**src/rtl/ps2_scancode_decoder.sv**
```systemverilog
// PS/2 Set-2 scan-code decoder: pops raw bytes from the receiver, folds E0/F0/E1
// prefixes into single key events and queues them in a show-ahead event FIFO.
`timescale 1ns/1ps
module ps2_scancode_decoder #(
    parameter int DEPTH = 8
) (
    input  logic                       clk,
    input  logic                       rst,
    input  logic                       kbd_ready,
    input  logic [7:0]                 kbd_data,
    output logic                       kbd_read_enable,
    output logic                       evt_valid,
    output logic [7:0]                 evt_code,
    output logic                       evt_break,
    output logic                       evt_ext,
    input  logic                       evt_pop,
    output logic [$clog2(DEPTH):0]     evt_count,
    output logic                       overflow,
    input  logic                       overflow_clr
);

    localparam int AW = $clog2(DEPTH);
    localparam int CW = AW + 1;
    localparam logic [CW-1:0] FULL_CNT = CW'(DEPTH);

    typedef enum logic [1:0] {IDLE, POP, DECODE} state_t;

    state_t         state_q, state_d;
    logic [7:0]     byte_q, byte_d;
    logic           kbd_re_q, kbd_re_d;
    logic [2:0]     skip_q, skip_d;
    logic           ext_pend_q, ext_pend_d;
    logic           brk_pend_q, brk_pend_d;
    logic [AW-1:0]  wr_ptr_q, wr_ptr_d;
    logic [AW-1:0]  rd_ptr_q, rd_ptr_d;
    logic [CW-1:0]  count_q, count_d;
    logic           overflow_q, overflow_d;

    logic           push;
    logic [9:0]     push_entry;
    logic           pop_ok;
    logic           full;
    logic           do_push;
    logic [9:0]     mem [DEPTH];

    // NOTE: sequential state uses non-blocking assignments so every flop samples
    // the pre-edge value of its neighbours, independent of statement order.
    always_ff @(posedge clk or posedge rst) begin
        if (rst) begin
            state_q    <= IDLE;
            byte_q     <= 8'h00;
            kbd_re_q   <= 1'b0;
            skip_q     <= 3'd0;
            ext_pend_q <= 1'b0;
            brk_pend_q <= 1'b0;
            wr_ptr_q   <= '0;
            rd_ptr_q   <= '0;
            count_q    <= '0;
            overflow_q <= 1'b0;
        end else begin
            state_q    <= state_d;
            byte_q     <= byte_d;
            kbd_re_q   <= kbd_re_d;
            skip_q     <= skip_d;
            ext_pend_q <= ext_pend_d;
            brk_pend_q <= brk_pend_d;
            wr_ptr_q   <= wr_ptr_d;
            rd_ptr_q   <= rd_ptr_d;
            count_q    <= count_d;
            overflow_q <= overflow_d;
        end
    end

    // NOTE: every signal written in an always_comb gets a default first, so no
    // path through the block can leave it unassigned and infer a latch.
    always_comb begin
        state_d  = state_q;
        byte_d   = byte_q;
        kbd_re_d = 1'b0;
        unique case (state_q)
            IDLE: begin
                if (kbd_ready) begin
                    byte_d   = kbd_data;
                    kbd_re_d = 1'b1;
                    state_d  = POP;
                end
            end
            POP:     state_d = DECODE;
            DECODE:  state_d = IDLE;
            default: state_d = IDLE;
        endcase
    end

    // Decode rules in priority order; only the DECODE state acts on byte_q.
    always_comb begin
        push       = 1'b0;
        push_entry = {ext_pend_q, brk_pend_q, byte_q};
        skip_d     = skip_q;
        ext_pend_d = ext_pend_q;
        brk_pend_d = brk_pend_q;
        if (state_q == DECODE) begin
            if (skip_q != 3'd0) begin
                skip_d = skip_q - 3'd1;
            end else if (byte_q == 8'hE1) begin
                skip_d     = 3'd7;
                push       = 1'b1;
                push_entry = {1'b1, 1'b0, 8'h77};
                ext_pend_d = 1'b0;
                brk_pend_d = 1'b0;
            end else if (byte_q == 8'hE0) begin
                ext_pend_d = 1'b1;
            end else if (byte_q == 8'hF0) begin
                brk_pend_d = 1'b1;
            end else if (byte_q == 8'h00 || byte_q == 8'hFF) begin
                ext_pend_d = 1'b0;
                brk_pend_d = 1'b0;
            end else if ((byte_q == 8'hAA || byte_q == 8'hFA || byte_q == 8'hFE ||
                          byte_q == 8'hEE) && !ext_pend_q && !brk_pend_q) begin
                push = 1'b0;
            end else begin
                push       = 1'b1;
                ext_pend_d = 1'b0;
                brk_pend_d = 1'b0;
            end
        end
    end

    // A push into a full FIFO is accepted only when a real pop frees a slot.
    always_comb begin
        full       = (count_q == FULL_CNT);
        pop_ok     = evt_pop && (count_q != '0);
        do_push    = push && (!full || pop_ok);
        wr_ptr_d   = do_push ? wr_ptr_q + 1'b1 : wr_ptr_q;
        rd_ptr_d   = pop_ok  ? rd_ptr_q + 1'b1 : rd_ptr_q;
        count_d    = count_q;
        if (do_push && !pop_ok)      count_d = count_q + 1'b1;
        else if (!do_push && pop_ok) count_d = count_q - 1'b1;
        overflow_d = overflow_q;
        if (push && !do_push)  overflow_d = 1'b1;
        else if (overflow_clr) overflow_d = 1'b0;
    end

    // NOTE: the storage array carries no reset; pointers and count define which
    // entries are meaningful, so clearing the data would only cost area.
    always_ff @(posedge clk) begin
        if (do_push) mem[wr_ptr_q] <= push_entry;
    end

    assign {evt_ext, evt_break, evt_code} = mem[rd_ptr_q];
    assign kbd_read_enable = kbd_re_q;
    assign evt_valid       = (count_q != '0);
    assign evt_count       = count_q;
    assign overflow        = overflow_q;

endmodule

```
**config.mk**
```make
export PLATFORM = sky130hd
export DESIGN_NAME = ps2_scancode_decoder
export DESIGN_NICKNAME = d
export VERILOG_FILES = /design/src/rtl/ps2_scancode_decoder.sv
export SDC_FILE = /design/constraint.sdc
export NUM_CORES = 1
export LEC_CHECK = 0
export BUFFER_PORTS_ARGS = -buffer_cell sky130_fd_sc_hd__buf_2
export CAP_MARGIN = 20
export CORE_MARGIN = 1
export CORE_UTILIZATION = 64
export CTS_CLUSTER_DIAMETER = 40
export DETAILED_ROUTE_END_ITERATION = 10
export PLACE_DENSITY = 0.81
export SYNTH_ARGS = -nofsm -noshare
export SYNTH_HDL_FRONTEND = slang
export SYNTH_SLANG_ARGS = --single-unit
```
**constraint.sdc**
```tcl
create_clock -name clk -period 7.46 [get_ports clk]
set_input_delay 1.492 -clock clk [delete_from_list [all_inputs] [get_ports clk]]
set_output_delay 1.492 -clock clk [all_outputs]
set_load 0.02 [all_outputs]
```
==> Word level (Yosys, flattened, before mapping) <==
Memories as Yosys holds them, arrays and structs flattened.
Index checks and enable logic that the tools add are counted.
W data, S select, Z words.
{ "totals": {"regBits": 27, "ramBits": 80, "out_inout_bits": 17, "n_memories": 1} }
{ "memory_table": {"columns": ["memory", "words", "width", "rd", "rd_clocked_by_memory_dff", "write_ports", "line", "source"], "rows": [
  ["mem", 8, 10, 1, 0, 1, "44", "logic [9:0] mem [DEPTH];"]
]} }
{ "op_classes": {"add_sub_neg": 5, "n_eq_ne": 16, "n_mux": 30, "n_bitwise": 1, "n_reduce_logical": 28} }
{ "op_table": {"columns": ["cell", "n"], "rows": [
  ["$eq A8 B8 Y1 const B", 8],
  ["$mux W10", 3],
  ["$mux W1", 21],
  ["$logic_not A8 Y1", 1],
  ["$mux W4", 2],
  ["$ne A4 B4 Y1 const B", 2],
  ["$reduce_and A4 Y1", 2],
  ["$logic_and A1 B1 Y1", 7],
  ["$add A3 B1 Y3 const B", 2],
  ["$mux W3", 2],
  ["$reduce_bool A2 Y1", 3],
  ["$logic_not A1 Y1", 5],
  ["$logic_or A1 B1 Y1", 5],
  ["$add A4 B1 Y4 const B", 1],
  ["$eq A4 B4 Y1 const B", 1],
  ["$ne A2 B2 Y1 const B", 2],
  ["$pmux W2 S2", 1],
  ["$reduce_and A2 Y1", 2],
  ["$reduce_bool A4 Y1", 1],
  ["$sub A4 B1 Y4 const B", 1],
  ["$ne A3 B3 Y1 const B", 1],
  ["$reduce_bool A3 Y1", 1],
  ["$sub A3 B1 Y3 const B", 1],
  ["$eq A2 B1 Y1 const B", 1],
  ["4 further kinds", 4]
]} }

==> Depth between registers and ports, before layout <==
Gate-level depths: netlist (run 1).
{ "logic_depth": {"word_depth": 18, "ltp_mapped": 16, "ltp_nobuf": 15} }

==> Worst setup path before layout (run 1) <==
OpenSTA, ideal clock, no wires.
{ "synth_timing": {"kind": "input to register", "from": "input evt_pop", "to": "memory mem[2][0], enable pin", "setup_ns": 0.407, "t_arrival_ns": 3.197, "required_time_ns": 7.053, "slack_ns": 3.856, "path_stages": 5, "path_cell_list": "nand2b_1 -> nor4_1 -> nand3b_2 -> buf_6 -> nor4b_1"} }
{ "synth_between": {"elab_chain_len": 5} }
{ "synth_rtl": {"columns": ["item", "line", "source"], "rows": [
  ["from (decl)", "16", "input logic evt_pop,"],
  ["$logic_and A1 B1 Y1", "131", "pop_ok = evt_pop && (count_q != '0);"],
  ["$logic_or A1 B1 Y1", "132", "do_push = push && (!full || pop_ok);"],
  ["$logic_and A1 B1 Y1", "132", null],
  ["$mux W1", "146", "if (do_push) mem[wr_ptr_q] <= push_entry;"],
  ["$mux W1 (not written as such)", "146", null],
  ["to (decl)", "44", null]
]} }
Every way passes these cells.

==> Final worst setup path (run 1) <==
{ "layout_timing": {"from": "register rd_ptr_q[0]", "to": "output evt_code[0]"} }
{ "layout_between": {"elab_chain_len": 1} }
{ "layout_rtl": {"columns": ["item", "line", "source"], "rows": [
  ["from (decl)", "35", "logic [AW-1:0] rd_ptr_q, rd_ptr_d;"],
  ["from (signal assigned)", "68", "rd_ptr_q <= rd_ptr_d;"],
  ["$mem_v2 Z8 W10", null, null],
  ["to (decl)", "13", "output logic [7:0] evt_code,"]
]} }
Every way passes these cells.

==> out/summary.txt, run 1 <==
Data required, critical path: 5.97 ns
Number of antenna-violating nets in the routed design: 0
Buffer levels on the longest clock path: 2
Area contributors post-synth: sky130_fd_sc_hd__edfxtp_1 54%, sky130_fd_sc_hd__dfrtp_1 15%, sky130_fd_sc_hd__mux4_2 10%
TritonCTS clock tree: done
Number of resized instances in the post-cts repair step: 0
Critical Path Start: rd_ptr_q[0]
Fin Hold WS: 0.5020 ns
Total of fill cells in the finished design: 403
Startpoint class of the critical path: flop
Primary FF master, synth: sky130_fd_sc_hd__edfxtp_1
Final WL: 7.660 mm
Clock transition at the register clock pins on the worst setup and hold paths after CTS: 0.09 ns
Count of buffers from port buffering: 29
Initial core utilization: 66.19%
Number of synthesized flops with an enable pin: 80
Syn_nets: 276
Horizontal extent of the die: 85.59 um
Maximum number of pins on one net before global-route repair: 28
Worst-Skew Late Latency: 0.37 ns
Die Ht: 85.59 um
CTS H-tree lvls: 3
Worst Setup Path Type: flop to primary output
Depth of the worst hold-timing path: 1
Detailed router's first-iteration violation count: 147
Number of synthesized register bits: 107
Largest driver fanout on the critical path: 12
Via count of the routed design: 2340
Share of flip-flops with an asynchronous set or reset: 25.23%
I/O Pins: 30
Crit path time final: 4.023 ns
Share of power burned in combinational logic: 28.6%
CTS buffer count: 9
Leading cell types by count after synthesis: 80 x sky130_fd_sc_hd__edfxtp_1, 27 x sky130_fd_sc_hd__dfrtp_1, 22 x sky130_fd_sc_hd__mux2_2, 20 x sky130_fd_sc_hd__mux4_2, 8 x sky130_fd_sc_hd__clkbuf_1
Count of yosys warnings during synthesis: 0
Worst slew margin relative to its limit: 34.99%
Sum of negative setup slack: 0 ns
Iteration count of the initial detailed-routing pass: 4
Synthesized instance count: 255
Count of distinct cell types in the synthesized netlist: 39
Setup repair after global routing missed its margin: false
Post-synthesis instance area: 4472 um^2
Via count of the first global-routing pass: 2388
First-pass GRT wire length: 12.16 mm
Detailed-placement wirelength estimate: 4.988 mm
Internal power: 1131 uW
Relative contribution of sequential cells to total power: 50.9%
Transition time of the tightest slew-check pin: 0.9752 ns
Final slew viol count: 0
Post-route DRC violation count: 0
Highest clock frequency the design can meet: 0.2486 GHz
Class of the tightest hold or removal check: flop to flop
Post-route standard cell area excluding fillers: 4980 um^2
Std cell rows: 30
Sequential element share of the synthesized area: 68.83%
Sinks on Clock Net: 107
Critical Path Max Stage Delay: 0.76 ns
PD cells: 336.8 nW/um^2
Hold-fix buffers, CTS: 0
Initial antenna violation count: 0
Number of hold-slack violations in the final timing report: 0
Cell type contributing the most total cell area after synthesis: sky130_fd_sc_hd__edfxtp_1
Final layout net count: 312
Placer congestion estimate: 0.7759
Worst setup margin: 3.437 ns
Hold_sp: state_q[1]
Routed wire length per instance: 20.37 um
Slowest stage cell on the critical path: sky130_fd_sc_hd__dfrtp_1
Setup violations, final: 0
Die ar.: 7326 um^2
Worst Path Arrival: 2.53 ns
Cell chain of the critical path: buf_4 > mux4_2 > mux2_2 > buf_2
Area Overhead vs Synth: 11.36%
Number of buffers inserted by post-CTS setup repair: 0
Worst slack after detailed placement: 3.561 ns
Diodes inserted: 0
Fraction of power consumed by the clock network: 20.6%
Max-cap check violation count: 0
Switching Power: 545.9 uW
Core area: 6756 um^2
Leading cell type by number of instances after synthesis: sky130_fd_sc_hd__edfxtp_1
LEAKAGE: 0.001763 uW
Final critical-path share of the clock period: 53.92%
GRT Util Overall: 23.29%
Worst Clk Skew: 0.01013 ns
Remaining Overflow, GRT: 0
Synthesized area per cell: 17.54 um^2
Crit path capture type: primary output
R2R cell count: 13
Share of the synthesized area in the top cell type: 53.72%
Detailed-route vias per instance: 6.223
Outcome: complete, no violations
Layout cells sized above 1: 35.14%
Root buffer cell: sky130_fd_sc_hd__clkbuf_8
Switching share of power: 32.55%
Worst reg2reg startpoint: byte_q[0]
Placement-stage cell area: 4753 um^2
Worst vdd ir: 0.1802 mV
[sequential cells by signal, indices dropped and copies added (netlist names)]
register         count
brk_pend_q           1
byte_q               8
evt_count            4
ext_pend_q           1
kbd_read_enable      1
mem                 80
overflow             1
rd_ptr_q             3
skip_q               3
state_q              2
wr_ptr_q             3
[area by class of cell]
class,count,area (um^2),share of cell area [%]
Clock buffer,10,127.6,2.563
Clock inverter,6,66.31,1.332
Inverter,7,26.28,0.5276
Tap cell,80,100.1,2.010
Sequential cell,107,3078,61.81
Timing Repair Buffer,39,237.7,4.774
Multi-Input combinational cell,127,1344,26.98
[cells in the final DEF, fill, tap and decap left out, types with 4 or more instances in the layout]
cell,n
sky130_fd_sc_hd__buf_4,8
sky130_fd_sc_hd__a21oi_1,4
sky130_fd_sc_hd__mux2_2,22
sky130_fd_sc_hd__dfrtp_1,27
sky130_fd_sc_hd__o21ai_0,7
sky130_fd_sc_hd__mux4_2,20
sky130_fd_sc_hd__nand2b_1,6
sky130_fd_sc_hd__clkbuf_8,9
sky130_fd_sc_hd__buf_2,30
sky130_fd_sc_hd__nand2_1,7
sky130_fd_sc_hd__xnor2_1,7
sky130_fd_sc_hd__edfxtp_1,80
sky130_fd_sc_hd__inv_1,7
sky130_fd_sc_hd__nand3_1,5
sky130_fd_sc_hd__ha_1,7
sky130_fd_sc_hd__nor3_1,4
[power groups by stage]
stage / clock, uW / combinational, uW / sequential [uW]
after floorplan: 0 / 419 / 789
after global placement: 0 / 469 / 865
after detailed placement: 0 / 482 / 868
after CTS: 349 / 485 / 855
after global routing: 373 / 521 / 870
final: 345 / 479 / 853
[per-layer routing]
metal	wire (um)	GRT usage, %	part of all wire [%]	vias up
met2	3768	36.29	49	68
met3	302	4.716	3.9	20
met4	229	12.88	3.0	0
met5	0	0	0	-
met1	3359	31.48	44	1184
li1	-	-	-	1068
[per-stage QoR]
stage / total power (uW) / std cells / util, %
after CTS: 1689 / 374 / 73.22
after global routing: 1764 / 376 / 73.70
after detailed placement: 1350 / 358 / 70.35
final: 1677 / 376 / 73.70
after global placement: 1334 / 358 / 70.35
after floorplan: 1208 / 255 / -
[cell families (layout without fill, tap and decap cells)]
family,Yosys count,after routing,share of synthesized area (%)
xor+xnor,8,8,1.567
simple gates,51,51,6.911
buf+inv,21,62,2.015
fa+ha+maj,8,8,2.406
mux,43,43,15.84
compound gates,17,17,2.434
flops,107,107,68.83
[critical path: cells and delay by family, from the launching register on]
family | cells | cell delay (ns)
buf+inv | 2 | 0.54
mux | 2 | 0.86
flops | 1 | 0.76
[path summary, 6_finish.rpt]
check                               endpoint  slack (ns)
worst min register to register    state_q[1]        0.50
worst max register to register  evt_count[3]        4.06
max in group asynchronous        rd_ptr_q[2]        6.10
min in group asynchronous        wr_ptr_q[0]        1.01
worst min-delay path              state_q[1]        0.50
worst max-delay path             evt_code[0]        3.44
Power figures use the tool's default switching activity.
==> run 2: changes to the inputs <==
--- a/config.mk
+++ b/config.mk
@@ -5,13 +5,14 @@
 export SDC_FILE = /design/constraint.sdc
 export NUM_CORES = 1
 export LEC_CHECK = 0
+export ABC_AREA = 1
 export BUFFER_PORTS_ARGS = -buffer_cell sky130_fd_sc_hd__buf_2
 export CAP_MARGIN = 20
 export CORE_MARGIN = 1
-export CORE_UTILIZATION = 64
+export CORE_UTILIZATION = 60
 export CTS_CLUSTER_DIAMETER = 40
 export DETAILED_ROUTE_END_ITERATION = 10
-export PLACE_DENSITY = 0.81
+export PLACE_DENSITY = 0.76
 export SYNTH_ARGS = -nofsm -noshare
 export SYNTH_HDL_FRONTEND = slang
 export SYNTH_SLANG_ARGS = --single-unit
==> constraint.sdc (replaced) <==
create_clock -name clk -period 4.1 [get_ports clk]
set_input_delay 0.82 -clock clk [delete_from_list [all_inputs] [get_ports clk]]
set_output_delay 0.82 -clock clk [all_outputs]
set_load 0.02 [all_outputs]
==> run 2 against run 1 <==
Compared with the run above:
- setup slack worse by 2.4 ns
- die area grew 11%
- synthesized cell count up 64%
- clock-buffer cell count shrank 1
- wire length is 19% higher
- final area grew 3.1%
- clock power grew 93%
- sequential cell count unchanged
- critical endpoint is now evt_break
==> out/summary.txt, run 2 <==
GRT Util Overall: 23.88% (was 23.29%)
Cell chain of the critical path: inv_1 > buf_4 > nor2_1 > o32ai_1 > nand2_1 > nand2_1 > buf_2 (was buf_4 > mux4_2 > mux2_2 > buf_2)
Sinks on Clock Net: 107 (unchanged)
Most flop-heavy register: mem (unchanged)
Layout cells sized above 1: 15.86% (was 35.14%)
Max-cap check violation count: 0 (unchanged)
Cell type contributing the most total cell area after synthesis: sky130_fd_sc_hd__edfxtp_1 (unchanged)
Worst setup margin: 1.037 ns (was 3.437 ns)
Die Ht: 90.05 um (was 85.59 um)
Detailed-placement wirelength estimate: 5.775 mm (was 4.988 mm)
Sequential element share of the synthesized area: 66.16% (was 68.83%)
Horizontal extent of the die: 90.05 um (was 85.59 um)
Number of synthesized register bits: 107 (unchanged)
Fin Hold WS: 0.3739 ns (was 0.5020 ns)
Startpoint class of the critical path: flop (unchanged)
Post-route DRC violation count: 0 (unchanged)
Largest driver fanout on the critical path: 28 (was 12)
Kind of cell with the highest combined delay on the critical path: buffers and inverters (was multiplexers)
CTS buffer count: 9 (unchanged)
Root buffer cell: sky130_fd_sc_hd__clkbuf_8 (unchanged)
Die ar.: 8109 um^2 (was 7326 um^2)
Most used cell, CP: sky130_fd_sc_hd__nand2_1
Number of antenna-violating nets in the routed design: 0 (unchanged)
Number of buffers inserted by post-CTS setup repair: 0 (unchanged)
Number of synthesized flops with an enable pin: 80 (unchanged)
Count of distinct cell types in the synthesized netlist: 34 (was 39)
Share of flip-flops with an asynchronous set or reset: 25.23% (unchanged)
Count of buffers from port buffering: 29 (unchanged)
Initial core utilization: 63.12% (was 66.19%)
Leading cell types by count after synthesis: 86 x sky130_fd_sc_hd__nor2_1, 80 x sky130_fd_sc_hd__edfxtp_1, 75 x sky130_fd_sc_hd__nand2_1, 35 x sky130_fd_sc_hd__o21ai_0, 30 x sky130_fd_sc_hd__inv_1 (was 80 x sky130_fd_sc_hd__edfxtp_1, 27 x sky130_fd_sc_hd__dfrtp_1, 22 x sky130_fd_sc_hd__mux2_2, 20 x sky130_fd_sc_hd__mux4_2, 8 x sky130_fd_sc_hd__clkbuf_1)
First-pass GRT wire length: 14.77 mm (was 12.16 mm)
Crit path capture type: primary output (unchanged)
Final layout net count: 470 (was 312)
Via count of the first global-routing pass: 3031 (was 2388)
Core utilization of the finished layout: 69.69% (was 73.70%)
Number of flip-flops under the largest register name: 80 (unchanged)
Data required, critical path: 3.28 ns (was 5.97 ns)
Area contributors post-synth: sky130_fd_sc_hd__edfxtp_1 52%, sky130_fd_sc_hd__dfrtp_1 15%, sky130_fd_sc_hd__nor2_1 6.9% (was sky130_fd_sc_hd__edfxtp_1 54%, sky130_fd_sc_hd__dfrtp_1 15%, sky130_fd_sc_hd__mux4_2 10%)
Syn_nets: 439 (was 276)
Worst Setup Path Type: flop to primary output (unchanged)
Synthesized instance count: 418 (was 255)
Setup repair after global routing missed its margin: false (unchanged)
Final WL: 9.085 mm (was 7.660 mm)
Number of resized instances in the post-cts repair step: 0 (unchanged)
Leading cell type by number of instances after synthesis: sky130_fd_sc_hd__nor2_1 (was sky130_fd_sc_hd__edfxtp_1)
LEAKAGE: 0.002060 uW (was 0.001763 uW)
Class of the tightest hold or removal check: primary input to async pin (was flop to flop)
Slowest stage cell on the critical path: sky130_fd_sc_hd__buf_4 (was sky130_fd_sc_hd__dfrtp_1)
Routed wire length per instance: 16.43 um (was 20.37 um)
Core area: 7370 um^2 (was 6756 um^2)
CTS H-tree lvls: 3 (unchanged)
Worst-Skew Late Latency: 0.37 ns (about the same)
Outcome: complete, no violations (unchanged)
Remaining Overflow, GRT: 0 (unchanged)
Share of the synthesized area in the top cell type: 51.64% (was 53.72%)
Worst Path Arrival: 2.24 ns (was 2.53 ns)
Final slew viol count: 0 (unchanged)
Count of yosys warnings during synthesis: 0 (unchanged)
Synthesized area per cell: 11.13 um^2 (was 17.54 um^2)
Iteration count of the initial detailed-routing pass: 5 (was 4)
Maximum number of pins on one net before global-route repair: 42 (was 28)
Transition time of the tightest slew-check pin: 1.043 ns (was 0.9752 ns)
Detailed router's first-iteration violation count: 226 (was 147)
Number of hold-slack violations in the final timing report: 0 (unchanged)
Hold-fix buffers, CTS: 0 (unchanged)
Buffer levels on the longest clock path: 2 (unchanged)
Detailed-route vias per instance: 5.656 (was 6.223)
TritonCTS clock tree: done (unchanged)
Primary FF master, synth: sky130_fd_sc_hd__edfxtp_1 (unchanged)
I/O Pins: 30 (unchanged)
Highest clock frequency the design can meet: 0.3265 GHz
Worst slew margin relative to its limit: 30.20% (was 34.99%)
Worst vdd ir: 0.4571 mV (was 0.1802 mV)
Diodes inserted: 0 (unchanged)
Placement-stage cell area: 4902 um^2 (was 4753 um^2)
Setup violations, final: 0 (unchanged)
Worst Clk Skew: 0.007949 ns (was 0.01013 ns)
Crit path time final: 3.063 ns
Worst slack after detailed placement: 1.189 ns (was 3.561 ns)
Critical Path Max Stage Delay: 0.40 ns (was 0.76 ns)
Placer congestion estimate: 0.8162 (was 0.7759)
Area Overhead vs Synth: 10.41% (was 11.36%)
Std cell rows: 31 (was 30)
Most common cell after layout, fill and taps aside: sky130_fd_sc_hd__nor2_1 (was sky130_fd_sc_hd__edfxtp_1)
Post-route standard cell area excluding fillers: 5136 um^2 (was 4980 um^2)
Count of buffering cells on the critical path with inverters included: 3 (was 2)
Leading cell types in the layout, fill and taps excluded: 86 x sky130_fd_sc_hd__nor2_1, 80 x sky130_fd_sc_hd__edfxtp_1, 75 x sky130_fd_sc_hd__nand2_1 (was 80 x sky130_fd_sc_hd__edfxtp_1, 30 x sky130_fd_sc_hd__buf_2, 27 x sky130_fd_sc_hd__dfrtp_1)
Sum of negative setup slack: 0 ns (unchanged)
Final critical-path share of the clock period: 74.71%
Clock transition at the register clock pins on the worst setup and hold paths after CTS: 0.10 ns (was 0.09 ns)
PD cells: 643.5 nW/um^2 (was 336.8 nW/um^2)
Initial antenna violation count: 0 (unchanged)
Via count of the routed design: 3128 (was 2340)
Post-synthesis instance area: 4652 um^2 (was 4472 um^2)
[run 2: worst register-to-register path, cell delays in order (launching register included)]
cell	delay, ns
sky130_fd_sc_hd__dfrtp_1	0.58
sky130_fd_sc_hd__inv_1	0.14
sky130_fd_sc_hd__nand3_2	0.11
sky130_fd_sc_hd__inv_2	0.04
sky130_fd_sc_hd__nand2_1	0.09
sky130_fd_sc_hd__nand2_2	0.11
sky130_fd_sc_hd__nor2_8	0.17
sky130_fd_sc_hd__nand3_4	0.12
sky130_fd_sc_hd__inv_1	0.08
sky130_fd_sc_hd__ha_1	0.13
sky130_fd_sc_hd__inv_1	0.09
sky130_fd_sc_hd__ha_1	0.34
sky130_fd_sc_hd__a21oi_1	0.15
sky130_fd_sc_hd__nand2_1	0.07
sky130_fd_sc_hd__a21oi_1	0.11
sky130_fd_sc_hd__o21ai_0	0.11
sky130_fd_sc_hd__xnor2_1	0.14
[run 2: path summary, 6_finish.rpt]
kind,from,cells after the start,slack (ns),end
worst max-delay path,rd_ptr_q[0],7,1.04,evt_break
worst min-delay path,rst,2,0.37,skip_q[0]
worst max register to register,byte_q[0],16,1.40,evt_count[3]
worst min register to register,state_q[1],1,0.47,state_q[1]
max in group asynchronous,rst,3,3.32,byte_q[4]
min in group clk,state_q[1],1,0.47,state_q[1]
[run 2: metal layers]
| layer | up-vias | routed length (um) | part of all wire, % | GRT usage [%] |
|---|---|---|---|---|
| met3 | 10 | 514 | 5.7 | 4.061 |
| met1 | 1510 | 3974 | 44 | 32.41 |
| met4 | 0 | 85 | 0.94 | 8.199 |
| met2 | 118 | 4511 | 50 | 39.31 |
| met5 | - | 0 | 0 | 0 |
| li1 | 1490 | - | - | - |
[run 2: logic make-up after synthesis]
logic type	share of synthesized area, %
flip-flops	66.16
AO/OA/AOI/OAI	7.935
XOR/XNOR	1.130
multiplexers	0.4841
adder cells (fa/ha/maj)	2.313
AND/OR/NAND/NOR	17.46
buffers and inverters	4.518
[run 2: report_power, final]
group | total [uW] | switching, uW | internal [uW]
sequential | 1430 | 125 | 1300
clock | 665 | 373 | 292
combinational | 1210 | 803 | 410
total | 3310 | 1300 | 2000
[run 2: layout make-up]
cell class	count	area, um^2
Clock inverter	7	82.58
Tap cell	99	123.9
Multi-Input combinational cell	260	1364
Inverter	31	116.4
Timing Repair Buffer	40	247.7
Fill cell	538	2233
Sequential cell	107	3078
Clock buffer	9	123.9
[run 2: through the flow]
stage,total power (uW),cells
finish,3305,553
global route,3505,553
CTS,3311,552
detailed placement,2663,536
global placement,2605,536
floorplan,2315,418
